==> src/rtl/lif_neuron.sv <==
// Leaky integrate-and-fire neuron: integrates MAC sums into a leaking, saturating potential and fires on threshold.
// Build option: define LIF_SOFT_RESET_EN for subtractive post-spike reset (default is hard reset to zero).
module lif_neuron #(
   parameter int SUM_WIDTH      = 21,
   parameter int POT_WIDTH      = 24,
   parameter int THRESHOLD      = 20000,
   parameter int LEAK_SHIFT     = 3,
   parameter int REFRACT_CYCLES = 2
) (
   input  logic                 clk,
   input  logic                 rst,
   input  logic [SUM_WIDTH-1:0] sumIn,
   input  logic                 sumValid,
   input  logic                 clear,
   output logic                 spikeOut,
   output logic [POT_WIDTH-1:0] membraneOut,
   output logic                 refractory,
   output logic [15:0]          spikeCount
);

   localparam int                RC_W       = (REFRACT_CYCLES > 0) ? $clog2(REFRACT_CYCLES + 1) : 1;
   localparam logic [POT_WIDTH:0] THRESH_EXT = (POT_WIDTH + 1)'(THRESHOLD);
   localparam logic [POT_WIDTH:0] POT_MAX    = {1'b0, {POT_WIDTH{1'b1}}};
   localparam logic [RC_W-1:0]    RC_LOAD    = RC_W'(REFRACT_CYCLES);

   typedef enum logic {INTEG, REFRACT} state_t;

   state_t               state, state_next;
   logic [POT_WIDTH-1:0] v, v_next, v_spike, leak;
   logic [POT_WIDTH:0]   vn_raw, vn_sat;
   logic [RC_W-1:0]      rc, rc_next;
   logic [15:0]          count, count_next;
   logic                 spike_next;

   // One extra bit catches overflow of v - leak + sumIn before saturating.
   always_comb begin
      leak    = (LEAK_SHIFT == 0) ? '0 : (v >> LEAK_SHIFT);
      vn_raw  = {1'b0, v} - {1'b0, leak} + (POT_WIDTH + 1)'(sumIn);
      vn_sat  = vn_raw[POT_WIDTH] ? POT_MAX : vn_raw;
`ifdef LIF_SOFT_RESET_EN
      v_spike = POT_WIDTH'(vn_sat - THRESH_EXT);
`else
      v_spike = '0;
`endif
   end

   // NOTE: every signal gets a default before any branch so no latch is inferred.
   always_comb begin
      state_next = state;
      v_next     = v;
      rc_next    = rc;
      count_next = count;
      spike_next = 1'b0;
      if (clear) begin
         state_next = INTEG;
         v_next     = '0;
         rc_next    = '0;
         count_next = '0;
      end else if (sumValid) begin
         unique case (state)
            INTEG: begin
               if (vn_sat >= THRESH_EXT) begin
                  spike_next = 1'b1;
                  v_next     = v_spike;
                  if (count != 16'hFFFF) count_next = count + 16'd1;
                  if (REFRACT_CYCLES > 0) begin
                     rc_next    = RC_LOAD;
                     state_next = REFRACT;
                  end
               end else begin
                  v_next = vn_sat[POT_WIDTH-1:0];
               end
            end
            REFRACT: begin
               rc_next = rc - RC_W'(1);
               if (rc <= RC_W'(1)) state_next = INTEG;
            end
         endcase
      end
   end

   // NOTE: state registers use non-blocking assignments so all flops update together at the edge.
   always_ff @(posedge clk) begin
      if (rst) begin
         state    <= INTEG;
         v        <= '0;
         rc       <= '0;
         count    <= '0;
         spikeOut <= 1'b0;
      end else begin
         state    <= state_next;
         v        <= v_next;
         rc       <= rc_next;
         count    <= count_next;
         spikeOut <= spike_next;
      end
   end

   assign membraneOut = v;
   assign spikeCount  = count;
   assign refractory  = (state == REFRACT);

endmodule

==> config.mk <==
export PLATFORM = sky130hd
export DESIGN_NAME = lif_neuron
export DESIGN_NICKNAME = d
export VERILOG_FILES = /design/src/rtl/lif_neuron.sv
export SDC_FILE = /design/constraint.sdc
export NUM_CORES = 1
export LEC_CHECK = 0
export CORE_MARGIN = 2
export CORE_UTILIZATION = 50
export DETAILED_ROUTE_END_ITERATION = 16
export PLACE_DENSITY = 0.79
export SKIP_LAST_GASP = 1
export SYNTH_ARGS = -nofsm -noshare
export SYNTH_HDL_FRONTEND = slang
export SYNTH_SLANG_ARGS = --single-unit
export TNS_END_PERCENT = 50
==> constraint.sdc <==
create_clock -name clk -period 8.47 [get_ports clk]
set_input_delay 2.541 -clock clk [delete_from_list [all_inputs] [get_ports clk]]
set_output_delay 2.541 -clock clk [all_outputs]
set_load 0.005 [all_outputs]
# [Word level (Yosys, flattened, before mapping)]
# Cells that the tools add are included.
[op_classes] muxes=7 eq_ne=2 n_lt_le_gt_ge=2 bitwise_logic=2 add_sub_neg=4 reduce_logical=5
[ops] op="$mux W24" count=2
[ops] op="$add A25 B21 Y25" count=1
[ops] op="$sub A24 B21 Y25" count=1
[ops] op="$ge A24 B15 Y1 const B" count=1
[ops] op="$add A16 B1 Y16 const B" count=1
[ops] op="$ne A16 B16 Y1 const B" count=1
[ops] op="$pmux W2 S2" count=1
[ops] op="$reduce_and A2 Y1" count=2
[ops] op="$reduce_and A4 Y1" count=1
[ops] op="$reduce_or A4 Y1" count=1
[ops] op="$le A2 B1 Y1 const B" count=1
[ops] op="$mux W1" count=2
[ops] op="$mux W2" count=1
[ops] op="$ne A2 B2 Y1 const B" count=1
[ops] op="$not A1 Y1" count=2
[ops] op="$pmux W1 S2" count=1
[ops] op="$reduce_or A2 Y1" count=1
[ops] op="$sub A2 B1 Y2 const B" count=1
[totals] elab_cells=27 reg_bits=44 out_inout_bits=42 in_bits=25

# [Logic depth before layout (Yosys ltp)]
[depth] ltp_word=6 depth_mapped=18 ltp_nobuf=16

# [Worst setup path before layout]
# No wires, ideal clock.
[synth_timing] path_kind="input to register" start="in sumIn[1]" end="reg rc[0]" arrival_ps=5729 t_required_ps=8379 slack_ps=2650 cell_stages=13 setup_time_ps=91 n_path_buf=0 cell_sequence="inv_1 > fa_1 > inv_1 > ha_1 > a211oi_2 > nor3_2 > o2111ai_2 > a21oi_2 > or3_4 > a2111oi_4 > nand4b_4 > or3_1 > a311oi_1"
[synth_between] elab_chain_cells=5
[synth_lines] item="start, declared" line_no="12" rtl="input logic [SUM_WIDTH-1:0] sumIn,"
[synth_lines] item="$add A25 B21 Y25" line_no="38" rtl="vn_raw = {1'b0, v} - {1'b0, leak} + (POT_WIDTH + 1)'(sumIn);"
[synth_lines] item="$mux W24" line_no="39" rtl="vn_sat = vn_raw[POT_WIDTH] ? POT_MAX : vn_raw;"
[synth_lines] item="$ge A24 B15 Y1" line_no="62" rtl="if (vn_sat >= THRESH_EXT) begin"
[synth_lines] item="$ne A2 B2 Y1 (no line)"
[synth_lines] item="$reduce_and A2 Y1 (no line)"
[synth_lines] item="end signal, assigned" line_no="93" rtl="rc <= rc_next;"
[synth_lines] item="end, declared" line_no="31" rtl="logic [RC_W-1:0] rc, rc_next;"
# Every way passes these cells.
# A chain may end at the register's enable or synchronous reset.

# [Worst setup path in the final report]
[layout_timing] start="in sumIn[15]" end="reg count[13], in the netlist spikeCount[13]"
[layout_between] elab_chain_cells=4
[layout_lines] item="$add A25 B21 Y25" line_no="38"
[layout_lines] item="$mux W24" line_no="39"
[layout_lines] item="$ge A24 B15 Y1" line_no="62"
[layout_lines] item="$reduce_and A4 Y1 (no line)"
[layout_lines] item="end signal, assigned" line_no="94" rtl="count <= count_next;"
[layout_lines] item="end, declared" line_no="32" rtl="logic [15:0] count, count_next;"
# Every way passes these cells.

==> impl_results.md <==
* Hold path depth at 2
* Crit-path max FO at 20
* Synth cell types at 72
* Htree depth at 2
* Crit path capture type: flip-flop
* Final Core Density at 60.9%
* Largest family of logic cells by synthesized area: compound AO/OA/AOI/OAI gates
* Asr flop ratio synth at 0%
* Simple logic cell fraction of the synthesized area at 19.1%
* N_diodes at 0
* CTS resizes at 0
* Final Max Tran Viols at 0
* Unrepaired setup endpoints after global routing: false
* Initial antenna violation count at 0
* Critical path, cell by cell: clkdlybuf4s50_1, inv_1, fa_1, inv_1, ha_1, a21oi_1, o21ai_0, mux2i_1, o311ai_0, a211o_1, a2111oi_4, nand4b_4, o21ai_2, or4_1, a21oi_1
* WL/cell at 15.3 um
* P_leak at 2.02 nW
* Syn nets at 596
* Drt drc at 0
* Post-DP HPWL at 8290 um
* Hold Path Class: reg -> reg
* Complex-gate fraction of the synthesized area at 24.4%
* Die W at 95.4 um
* Maximum vdd ir drop at 92.7 uV
* Mux cell area share after synthesis at 0.959%
* Remaining global-route overflow at 0
* Initial core utilization at 51.3%
* Max Clock Skew at 0.00658 ns
* CTS buffer count at 5
* CP max stage cell: o21ai_2
* Max-cap violation count at 0
* Clk_lat worst skew at 0.30 ns
* Syn_area_per_cell at 7.98 um^2
* Worst Tran Pin Value at 0.990 ns
* Kind of critical path: in -> reg
* Global placer's final weighted congestion at 0.978
* Seq/Total Area, Yosys at 21.1%
* Period Utilization, post-route at 79.5%
* Post-synth EDFFs at 0
* Setup Viol. Count Final at 0
* Post-Syn Area at 0.00417 mm^2
* Post-CTS Setup Repair Bufs at 0
* Layout cell share with drive strength beyond 1 at 7.14%
* Fill count at 722
* Largest net degree at the start of global routing at 32
* Hold Violations, Final at 0
* Post-Route WL at 10400 um
* Synth Instances at 523
* Hold buffers post-CTS at 0
* Req. time, crit path at 8.64 ns
* Area Overhead vs Synth at 18.6%
* First drt pass iteration count at 5
* Synth Area in XOR/XNOR at 5.01%
* First-pass GRT wire length at 17400 um
* Crit-path max cell delay at 0.62 ns
* Core area at 0.00813 mm^2
* CTS tree: yes
* Crit. path cell count at 15
* Slew HR at 33.8%
* Via/cell ratio at 5.69
* Clk root buf: clkbuf_8
* Reg2reg path depth at 14
* F_max at 0.148 GHz
* #FFs+latches synth at 44
* Ports at 67
* Longest Clk Path Bufs at 2
* Clock Sinks at 44
* Gr usage total at 23.8%
* CP startpoint kind: input pin
* # rows at 33
* R2R setup slack at 3.93 ns
* Vias in the first global route at 3754
* Top_reg_cell synth: dfxtp_1
* Setup tns final at 0 ns
* Antenna Nets Post-Route at 0
* Outcome: finished clean
* Min Tclk post-route at 6.74 ns
* Syn. warnings at 0
* CP Buf/Inv Count at 3
* Synth Area in Adders at 18.2%
* Nets at 646
* Total number of vias at 3863
* Critical Path AT at 6.91 ns
* Die area at 0.00909 mm^2
* Delay-heaviest family, CP: compound AO/OA/AOI/OAI gates
* Die Y at 95.4 um
* Drt initial violations at 191
* I/O Buffers at 66
* Clock transition at the registers of the reported paths at 0.09 ns
* Pwr/cell area at 113 mW/mm^2
[per-stage QoR]
step | area [um^2] | worst slack [ns] | hold slack (ns) | total power, mW | instances
floorplan | 4170 | 2.65 | 0.437 | 0.352 | 523
global placement | 4830 | 1.61 | 0.451 | 0.390 | 671
detailed placement | 4830 | 1.47 | 0.452 | 0.393 | 671
CTS | 4950 | 1.81 | 0.463 | 0.562 | 679
global route | 4950 | 1.53 | 0.494 | 0.594 | 679
finish | 4950 | 1.73 | 0.458 | 0.560 | 679
[cell usage after synthesis (2+ instances only)]
master      n  area [um^2]
a21oi_1    34          170
nand2_1    54          203
nor3_1     15         75.1
dfxtp_1    44          881
and2_1      2         12.5
o21ai_2     5         43.8
a21oi_2     6         52.6
and3_1      6         37.5
buf_4       2         15.0
o211ai_1    8         60.1
or4_1       6         45.0
a311o_1     2         20.0
buf_2      12         60.1
a211o_1     2         17.5
nand4_1     7         43.8
nand3_1    12         60.1
a31oi_1     2         12.5
o21ai_1    11         55.1
nor2_1     23         86.3
fa_1       21          420
a41oi_1     3         26.3
a21boi_0    2         15.0
inv_1      91          342
ha_1       27          338
mux2i_1     4         40.0
nand2b_1    5         31.3
o21ai_0    18         90.1
o31ai_1     6         45.0
or2_2       2         12.5
clkbuf_1    5         18.8
buf_6       3         33.8
o211a_1     2         20.0
a22o_1      8         70.1
o2111ai_2   2         30.0
xor2_1     13          114
a21o_1      5         37.5
xnor2_1     9         78.8
or3_1       7         43.8
a211oi_2    3         37.5
o2111ai_1   2         17.5
[state kept, by name, summed over array words and instances, names as in the netlist]
name	count
membraneOut	24
spikeCount	16
rc	2
refractory	1
spikeOut	1
[worst reg2reg max path: cells and delay by family (launching register included)]
kind	cells	cell delay (ns)
and+or+nand+nor	2	0.47
muxes	1	0.21
AOI/OAI and AO/OA	7	2.14
buffers and inverters	2	0.19
adders and majority gates	2	0.97
DFF	1	0.46
[power by group]
part           internal, mW  total, mW  switching [mW]  leakage [nW]
sequential            0.208      0.209         0.00103         0.355
combinational        0.0722      0.182           0.110          1.61
clock                0.0890      0.169          0.0802        0.0548
total                 0.369      0.560           0.192          2.02
[cell usage in the layout, fill, tap and decap left out, drive strengths merged, types with 2 or more instances in the layout]
cell           instances
or2                    2
inv                   92
a211oi                 4
a311oi                 3
a21oi                 41
nor2b                  2
a21boi                 2
clkbuf                 5
a311o                  2
xor2                  14
nor4                   2
o211a                  2
nor3                  16
o21ai                 34
mux2i                  4
clkdlybuf4s50         66
o2111ai                4
and3                   6
a22o                   8
a21o                   5
or3                    8
or4                    6
dfxtp                 44
a41oi                  3
and2                   2
o31ai                  6
xnor2                  9
nand4                  7
nand2                 55
o211ai                 8
nand3                 13
a31oi                  2
nor2                  23
nand2b                 5
ha                    27
fa                    21
a211o                  2
[layout make-up]
type | instances | area (um^2) | area share, %
Clock buffer | 5 | 68.8 | 1.39
Clock inverter | 3 | 46.3 | 0.935
Inverter | 91 | 342 | 6.90
Multi-Input combinational cell | 365 | 2820 | 57.0
Sequential cell | 44 | 881 | 17.8
Tap cell | 105 | 131 | 2.65
Timing Repair Buffer | 66 | 661 | 13.3
[routing by layer]
layer  track usage (%)  up-vias  routed length (um)
li1                  -     1891                   -
met1              32.2     1830                4850
met5                 0        -                   0
met3              3.72       19                 534
met4              4.95        0                 129
met2              40.3      123                4890
[cells by family after synthesis]
group / after synthesis
XOR/XNOR: 23
buffers and inverters: 114
adder cells (fa/ha/maj): 48
multiplexers: 4
flip-flops: 44
AND/OR/NAND/NOR: 152
AO/OA/AOI/OAI: 138
[path summary, 6_finish.rpt]
path	startpoint	end
max	sumIn[15]	spikeCount[13]
min	membraneOut[0]	membraneOut[0]
max reg2reg	membraneOut[15]	spikeCount[13]
min reg2reg	membraneOut[0]	membraneOut[0]
Power figures use the tool's default switching activity.
